[src/rtl/dmem_arbiter.sv]
// dmem_arbiter: shares the single-port 32x16 data memory between the core
// load/store port (C) and the loader/DMA port (D). One access at a time.
//
// Handshake: a port raises req with we/addr/wdata and keeps all of them stable
// until it sees its one-cycle gnt pulse. The pulse marks the cycle the access
// is issued. After that the port may drop or change req. Reads complete later
// with a one-cycle rvalid pulse. The read data stays in rdata until that
// port's next read completes.
module dmem_arbiter #(
  parameter int RD_LAT    = 1,    // cycles from access to valid mem_rdata (0..3)
  parameter bit FIXED_PRI = 1'b0  // 0: round-robin ties, 1: port C wins ties
) (
  input  logic        clk,
  input  logic        reset,
  input  logic        c_req,
  input  logic        c_we,
  input  logic [4:0]  c_addr,
  input  logic [15:0] c_wdata,
  output logic        c_gnt,
  output logic        c_rvalid,
  output logic [15:0] c_rdata,
  input  logic        d_req,
  input  logic        d_we,
  input  logic [4:0]  d_addr,
  input  logic [15:0] d_wdata,
  output logic        d_gnt,
  output logic        d_rvalid,
  output logic [15:0] d_rdata,
  output logic [4:0]  mem_addr,
  output logic [15:0] mem_wdata,
  output logic        mem_read,
  output logic        mem_write,
  input  logic [15:0] mem_rdata,
  output logic        busy
);

  typedef enum logic [1:0] {IDLE, ACCESS, WAIT, RESP} state_t;

  localparam logic PORT_C = 1'b0;
  localparam logic PORT_D = 1'b1;
  localparam int   WAIT_LOAD_INT = (RD_LAT > 0) ? RD_LAT - 1 : 0;
  localparam logic [1:0] WAIT_LOAD = 2'(WAIT_LOAD_INT);

  state_t      state;
  state_t      state_nx;
  logic        lat_we;
  logic [4:0]  lat_addr;
  logic [15:0] lat_wdata;
  logic        lat_port;
  logic        last_winner;
  logic [1:0]  wait_cnt;
  logic        pick_d;
  logic        sample_rd;

  // Arbitration: a lone requester wins; ties go by priority mode.
  always_comb begin
    pick_d = 1'b0;
    if (c_req && d_req) begin
      pick_d = FIXED_PRI ? 1'b0 : (last_winner == PORT_C);
    end else begin
      pick_d = d_req;
    end
  end

  // Next-state decode for the access sequence.
  always_comb begin
    state_nx = state;
    case (state)
      IDLE:    if (c_req || d_req) state_nx = ACCESS;
      ACCESS: begin
        if (lat_we)           state_nx = IDLE;
        else if (RD_LAT == 0) state_nx = RESP;
        else                  state_nx = WAIT;
      end
      WAIT:    if (wait_cnt == 2'd0) state_nx = RESP;
      RESP:    state_nx = IDLE;
      default: state_nx = IDLE;
    endcase
  end

  // State register.
  always_ff @(posedge clk or negedge reset) begin
    if (!reset) state <= IDLE;
    else        state <= state_nx;
  end

  // Latch the winning request when leaving IDLE.
  always_ff @(posedge clk or negedge reset) begin
    if (!reset) begin
      lat_we    <= 1'b0;
      lat_addr  <= 5'd0;
      lat_wdata <= 16'd0;
      lat_port  <= PORT_C;
    end else if (state == IDLE && (c_req || d_req)) begin
      lat_port  <= pick_d;
      lat_we    <= pick_d ? d_we    : c_we;
      lat_addr  <= pick_d ? d_addr  : c_addr;
      lat_wdata <= pick_d ? d_wdata : c_wdata;
    end
  end

  // Remember who was served last; reset to D so C takes the first tie.
  always_ff @(posedge clk or negedge reset) begin
    if (!reset)                last_winner <= PORT_D;
    else if (state == ACCESS)  last_winner <= lat_port;
  end

  // Read-latency counter: loads RD_LAT-1 in ACCESS, counts down to 0 in WAIT.
  always_ff @(posedge clk or negedge reset) begin
    if (!reset)                                  wait_cnt <= 2'd0;
    else if (state == ACCESS)                    wait_cnt <= WAIT_LOAD;
    else if (state == WAIT && wait_cnt != 2'd0)  wait_cnt <= wait_cnt - 2'd1;
  end

  assign sample_rd = !lat_we &&
                     (((RD_LAT == 0) && (state == ACCESS)) ||
                      ((RD_LAT != 0) && (state == WAIT) && (wait_cnt == 2'd0)));

  // Capture read data into the winner's holding register.
  always_ff @(posedge clk or negedge reset) begin
    if (!reset) begin
      c_rdata <= 16'd0;
      d_rdata <= 16'd0;
    end else if (sample_rd) begin
      if (lat_port == PORT_C) c_rdata <= mem_rdata;
      else                    d_rdata <= mem_rdata;
    end
  end

  // Outputs come only from state and the latch, so no req reaches mem_* combinationally.
  assign busy      = (state != IDLE);
  assign mem_addr  = (state == ACCESS || state == WAIT) ? lat_addr : 5'd0;
  assign mem_wdata = (state == ACCESS) ? lat_wdata : 16'd0;
  assign mem_write = (state == ACCESS) && lat_we;
  assign mem_read  = ((state == ACCESS) && !lat_we) || (state == WAIT);
  assign c_gnt     = (state == ACCESS) && (lat_port == PORT_C);
  assign d_gnt     = (state == ACCESS) && (lat_port == PORT_D);
  assign c_rvalid  = (state == RESP) && (lat_port == PORT_C);
  assign d_rvalid  = (state == RESP) && (lat_port == PORT_D);

endmodule
[config.mk]
export PLATFORM = sky130hd
export DESIGN_NAME = dmem_arbiter
export DESIGN_NICKNAME = d
export VERILOG_FILES = /design/src/rtl/dmem_arbiter.sv
export SDC_FILE = /design/constraint.sdc
export NUM_CORES = 1
export LEC_CHECK = 0
export ABC_AREA = 1
export CAP_MARGIN = 20
export CORE_ASPECT_RATIO = 0.9
export CORE_MARGIN = 8
export CORE_UTILIZATION = 43
export DETAILED_ROUTE_END_ITERATION = 10
export MAX_ROUTING_LAYER = met4
export PLACE_DENSITY = 0.81
export SYNTH_ARGS = -nofsm -noshare
export SYNTH_HDL_FRONTEND = slang
export SYNTH_SLANG_ARGS = --single-unit
[constraint.sdc]
create_clock -name clk -period 2 [get_ports clk]
set_input_delay 0.5 -clock clk [delete_from_list [all_inputs] [get_ports clk]]
set_output_delay 0.5 -clock clk [all_outputs]
set_load 0.01 [all_outputs]
==> results of run 1 <==
[per-layer routing]
| metal | vias up | track usage |
|---|---|---|
| met4 | 0 | 0.0650 |
| met2 | 76 | 0.297 |
| li1 | 1434 | - |
| met5 | - | - |
| met1 | 1287 | 0.202 |
| met3 | 9 | 0.0463 |
[what timing repair did]
item | CTS | global route
hold buffers | 0 | 0
endpoints found under the setup margin | 28 | 10
setup buffers | 2 | 0
gates resized for setup | 106 | 15
pin swaps | 0 | 1
[flip-flops by register name, summed over array words and instances (netlist names), named ones only]
| name | flops |
|---|---|
| c_rdata | 16 |
| d_rdata | 16 |
| last_winner | 1 |
| lat_addr | 5 |
| lat_port | 1 |
| lat_wdata | 16 |
| lat_we | 1 |
| state | 1 |
| wait_cnt | 2 |
[how the worst max path moves through the flow]
stage / startpoint / to / slack (ns)
final: state[0]$_DFFE_PN0P_ / mem_addr[4] / 0.07
after global routing: state[0]$_DFFE_PN0P_ / mem_addr[1] / -0.01
after CTS: state[0]$_DFFE_PN0P_ / mem_addr[2] / -0.02
after detailed placement: flop / mem_wdata[1] / -0.04
after global placement: flop / mem_wdata[7] / -0.003
after floorplan: flop / mem_wdata[10] / 0.37
[where the power goes]
part           internal, mW  switching, mW  total, mW
Clock                 0.505          0.466      0.971
Sequential             1.83          0.346       2.17
Combinational          1.58           1.63       3.21
Total                  3.91           2.44       6.36
[worst max-delay path: stages (launching register included)]
cell and delay [ns]:
dfrtp_1 0.41, buf_6 0.12, inv_4 0.04, ha_4 0.29
nand2_1 0.07, inv_1 0.07, buf_6 0.10
[layout by cell type, fill, tap and decap left out, drive strengths merged]
cell           Yosys  layout
nand3b            22      22
nand2            138     138
nand4              1       1
dfstp              1       1
ha                 6       6
dfrtp             59      59
o21ai             37      37
nor2               8       8
clkdlybuf4s15      0       1
clkdlybuf4s50      0      94
clkinvlp           0       2
nand3             24      24
buf               17      43
clkbuf             1      14
inv               73      73
clkinv             0       2
[stage by stage]
step	instances	instance area [um^2]	setup TNS (ns)	setup slack, ns	hold slack, ns
2_1_floorplan	387	2980	0	0.370	0.204
3_3_place_gp	598	4390	-0.00534	-0.00333	0.463
3_5_place_dp	598	4390	-0.491	-0.0373	0.465
4_1_cts	615	4510	-0.0215	-0.0171	0.165
5_1_grt	615	4500	-0.0187	-0.0140	0.172
6_report	615	4500	0	0.0741	0.161
[final cells by class]
class                           instances  area (um^2)  share of cell area
Inverter                               73          277              0.0615
Sequential cell                        60         1500               0.334
Clock buffer                           11          151              0.0337
Timing Repair Buffer                  141         1280               0.286
Multi-Input combinational cell        236         1140               0.255
Tap cell                               90          113              0.0250
Clock inverter                          4         25.0             0.00556
[cells by family after synthesis]
kind of cell | count (synthesis) | share of synthesized area
buffers and inverters | 91 | 0.121
adders and majority gates | 6 | 0.0252
AOI/OAI and AO/OA | 37 | 0.0622
and+or+nand+nor | 193 | 0.286
DFF | 60 | 0.505
==> results.md, run 1 <==
- Die area: 9840 um^2
- Tcrit/Tclk final: 0.963
- Worst hold path type: input pin to async pin
- Routed wl met2: 4390 um
- Post-Syn Instances: 387
- Met3 WL: 411 um
- Ports: 124
- Area delta synth->final: 51.1%
- Synth top area share: 0.496
- Post-synth EDFFs: 0
- CTS Buffer Depth: 2
- CTS H-tree depth: 3
- Critical path required time: 1.50 ns
- Fin nets: 591
- # diodes: 0
- Reg2reg setup slack: 0.39 ns
- CP Data Arrival Time: 1.43 ns
- Syn Nets: 457
- Vias in the first global route: 2771
- Die Wd: 104 um
- Outcome: finished clean
- RR Startpoint: state[0]$_DFFE_PN0P_
- Most numerous cell in the Yosys netlist: nand2_1
- Final hold violations: 0
- CTS root buf: clkbuf_8
- Final wirelength: 8500 um
- Top layer in use: met4
- R2R depth: 10
- Largest net degree at the start of global routing: 61
- Largest cells by area after synthesis: dfrtp_1, nand2_1, inv_1
- Initial Util: 0.447
- FP Rows: 28
- Number of max-cap violations: 0
- Setup crit start kind: flop
- Gr usage total: 0.177
- Post-synthesis cell area: 2980 um^2
- Post-DR vias/cell: 4.56
- Crit Path Max Fanout: 5
- Total power: 6.36 mW
- Yosys reg bits: 60
- Share of cells above drive strength 1: 0.139
- RSZ-0062 raised after global routing: true
- Die height: 94.9 um
- Maximum VDD drop: 674 uV
- Slew Limit Fails: 0
- # port buffers: 123
- Avg WL per Cell: 13.8 um
- Crit Path Class: flop to primary output
- Crit. End Element: primary output
- Post-DRT Antenna Nets: 0
- First-pass GRT wire length: 13600 um
- Ys flop type: dfrtp_1
- YS warnings: 0
- Final min period: 1.93 ns
- Clk slew on worst S/H paths: 0.07 ns
- Final core utilization: 0.676
- Core Box Area: 6660 um^2
- R2R Path End: c_rdata[12]$_DFFE_PN0P_
- TritonRoute pass-1 iters: 4
- GPL Wtd Cong: 0.773
- DP Wirelength: 6330 um
- Yosys cell types: 17
- Cell Pwr Density: 1410 nW/um^2
- Leak Pwr: 2.47 nW
- Vias: 2806
- Fmax: 519 MHz
- Gr ovfl total: 0
- CTS tree: done
- Inserted Clock Buffers: 9
- Max-slew headroom: 0.739
- Synth top cells by count: nand2_1, inv_1, dfrtp_1
- Sequential-to-total area share from yosys stat: 0.505
- Final setup viols: 0
- Ys async rst share: 1.00
- Initial DRC count: 119
- Synthesized area per cell: 7.69 um^2
- Clock skew: 0.00726 ns
- Met1 Wirelength: 3600 um
- Clk_lat worst skew: 0.33 ns
- DRC Markers: 0
- Slew @ Worst Pin: 0.392 ns
- Fill count: 576
- Initial antenna violation count: 0
- Cell taking the most area after synthesis: dfrtp_1
- Clk sink count: 60
No activity file was read; power rests on OpenSTA's default activity.
==> run 2: changes to the inputs <==
- clock period: 2 -> 2.2 ns (I/O delays scaled with it)
==> results.md, run 2 (synthesis gave the netlist of run 1 again) <==
- Outcome: finished clean
- Comb power frac: 0.492 (-0.014)
- Gr usage total: 0.186 (+0.00933)
- TritonRoute pass-1 iters: 4 (unchanged)
- Ports: 124 (unchanged)
- Clock skew: 0.00655 ns (-0.000707 ns)
- Crit. End Element: primary output
- CTS tree: done
- Final Non-Filler Cells: 611 (-0.65%)
- # port buffers: 123 (unchanged)
- Leading cell type in the layout, fill and taps excluded: nand2_1
- Final setup viols: 0 (unchanged)
- Hold slack: 0.213 ns (+0.0527 ns)
- RR Startpoint: state[0]$_DFFE_PN0P_
- # diodes: 0 (unchanged)
- Slew @ Worst Pin: 0.531 ns (+0.140 ns)
- Number of max-cap violations: 0 (unchanged)
- GPL Wtd Cong: 0.825 (+6.6%)
- Cell Pwr Density: 1290 nW/um^2 (-8.9%)
- Fmax: 468 MHz
- Tcrit/Tclk final: 0.970
- Gr ovfl total: 0 (unchanged)
- Final min period: 2.13 ns
- Maximum VDD drop: 890 uV (+32%)
- Max-slew headroom: 0.645 (-0.0935)
- Sw Ratio: 0.381 (-0.00382)
- Setup crit start kind: flop
- CP Data Arrival Time: 1.58 ns (+0.15 ns)
- Reg2reg setup slack: 0.28 ns (-0.11 ns)
- Die Wd: 104 um (unchanged)
- Vias in the first global route: 2992 (+8.0%)
- Final wirelength: 8680 um (+2.1%)
- Clk sink count: 60 (unchanged)
- Post-DRT Antenna Nets: 0 (unchanged)
- Final hold violations: 0 (unchanged)
- Share of cells above drive strength 1: 0.0787 (-0.0604)
- Clk slew on worst S/H paths: 0.07 ns (about the same)
- R2R Path End: lat_port$_DFFE_PN0P_
- Most frequent cells in the layout: nand2_1, clkdlybuf4s50_1, inv_1
- Sequential cell fraction of total power: 0.339 (-0.003)
- Setup crit start: state[0]$_DFFE_PN0P_
- Inserted Clock Buffers: 9 (unchanged)
- Avg WL per Cell: 14.2 um (+2.8%)
- FP Rows: 28 (unchanged)
- Top Registers: c_rdata x16, d_rdata x16, lat_wdata x16
- Vias: 2881 (+2.7%)
- Int Power: 3.63 mW (-7.2%)
- Largest net degree at the start of global routing: 61 (unchanged)
- Post-DR vias/cell: 4.72 (+3.3%)
- Clock power share: 0.169 (+0.016)
- Initial antenna violation count: 0 (unchanged)
- Die height: 94.9 um (unchanged)
- Die area: 9840 um^2 (unchanged)
- Area delta synth->final: 53.0%
- First-pass GRT wire length: 14400 um (+6.0%)
- Crit Path Max Fanout: 11 (+6)
- DP Wirelength: 6340 um (about the same)
- Crit-path cells: buf_4 > ha_4 > buf_6 > nand2_1 > inv_1 > dlygate4sd2_1
- Initial DRC count: 138 (+16%)
- Leak Pwr: 2.47 nW (about the same)
- Clk_lat worst skew: 0.34 ns (about the same)
- Slew Limit Fails: 0 (unchanged)
- CTS root buf: clkbuf_8
- CTS H-tree depth: 3 (unchanged)
- Post-Place Cells: 591 (-1.2%)
- CP max stage delay: 0.43 ns (+0.02 ns)
- RSZ-0062 raised after global routing: true
- CTS Buffer Depth: 2 (unchanged)
- Final core utilization: 0.684 (+0.00846)
- Sw power: 2.23 mW (-8.7%)
- DRC Markers: 0 (unchanged)
- Critical path required time: 1.65 ns (+0.15 ns)
- Crit Path Class: flop to primary output
- Core Box Area: 6660 um^2 (unchanged)
- CP max-delay cell: dfrtp_2
- Initial Util: 0.447 (unchanged)
- Worst hold path type: input pin to async pin
- R2R depth: 7 (-3)
- Fin nets: 586 (-0.85%)
run 2: cell count changes in the layout (fill, tap and decap cells not counted), sizes merged:
cell	previous run	this run
bufinv	0	1
clkinv	2	3
clkdlybuf4s15	1	12
dlygate4sd1	0	1
dlygate4sd2	0	15
buf	43	14
clkbuf	14	10
run 2: per-layer routing:
| layer | vias up | routed length (um) | GRT usage |
|---|---|---|---|
| li1 | 1426 | - | - |
| met1 | 1352 | 3510 | 0.203 |
| met2 | 81 | 4540 | 0.315 |
| met3 | 22 | 324 | 0.0449 |
| met4 | 0 | 301 | 0.0987 |
| met5 | - | 0 | - |
run 2: area by class of cell:
| type | count | area [um^2] |
|---|---|---|
| Fill cell | 561 | 2100 |
| Inverter | 73 | 274 |
| Clock inverter | 6 | 63.8 |
| Timing Repair Buffer | 136 | 1320 |
| Tap cell | 90 | 113 |
| Clock buffer | 10 | 138 |
| Sequential cell | 60 | 1500 |
| Multi-Input combinational cell | 236 | 1140 |
run 2: worst max-delay path, delay by kind of cell, from the launching register on:
kind / cells / cell delay (ns)
fa+ha+maj: 1 / 0.16
buf+inv: 4 / 0.60
flops: 1 / 0.43
simple gates: 1 / 0.06
run 2: through the flow:
| step | worst slack, ns | TNS [ns] | area, um^2 | power [mW] |
|---|---|---|---|---|
| after floorplan | 0.520 | 0 | 2980 | 3.36 |
| after global placement | 0.0457 | 0 | 4310 | 4.84 |
| after detailed placement | 0.00273 | 0 | 4310 | 4.94 |
| after CTS | 0.0145 | 0 | 4540 | 5.90 |
| after global routing | -0.00972 | -0.00972 | 4550 | 6.35 |
| final | 0.0653 | 0 | 4550 | 5.86 |
run 2: worst max-delay path by stage:
stage	slack [ns]	depth (start not counted)	to
CTS	0.01	6	d_gnt
floorplan	0.52	6	mem_wdata[10]
detailed placement	0.003	6	lat_port$_DFFE_PN0P_
global route	-0.01	5	mem_read
finish	0.07	6	mem_wdata[1]
global placement	0.05	6	lat_port$_DFFE_PN0P_
run 2: repair_timing:
action,CTS,global route
setup endpoints to repair,28,13
gates resized for setup,35,15
hold buffers,0,0
buffers inserted,4,0
run 2: power by group through the flow:
stage / combinational [mW] / sequential, mW / clock, mW
6_report: 2.89 / 1.99 / 0.990
5_1_grt: 3.22 / 2.06 / 1.07
4_1_cts: 2.90 / 1.98 / 1.02
3_5_place_dp: 2.94 / 2.00 / 0
3_3_place_gp: 2.86 / 1.98 / 0
2_1_floorplan: 1.28 / 2.08 / 0
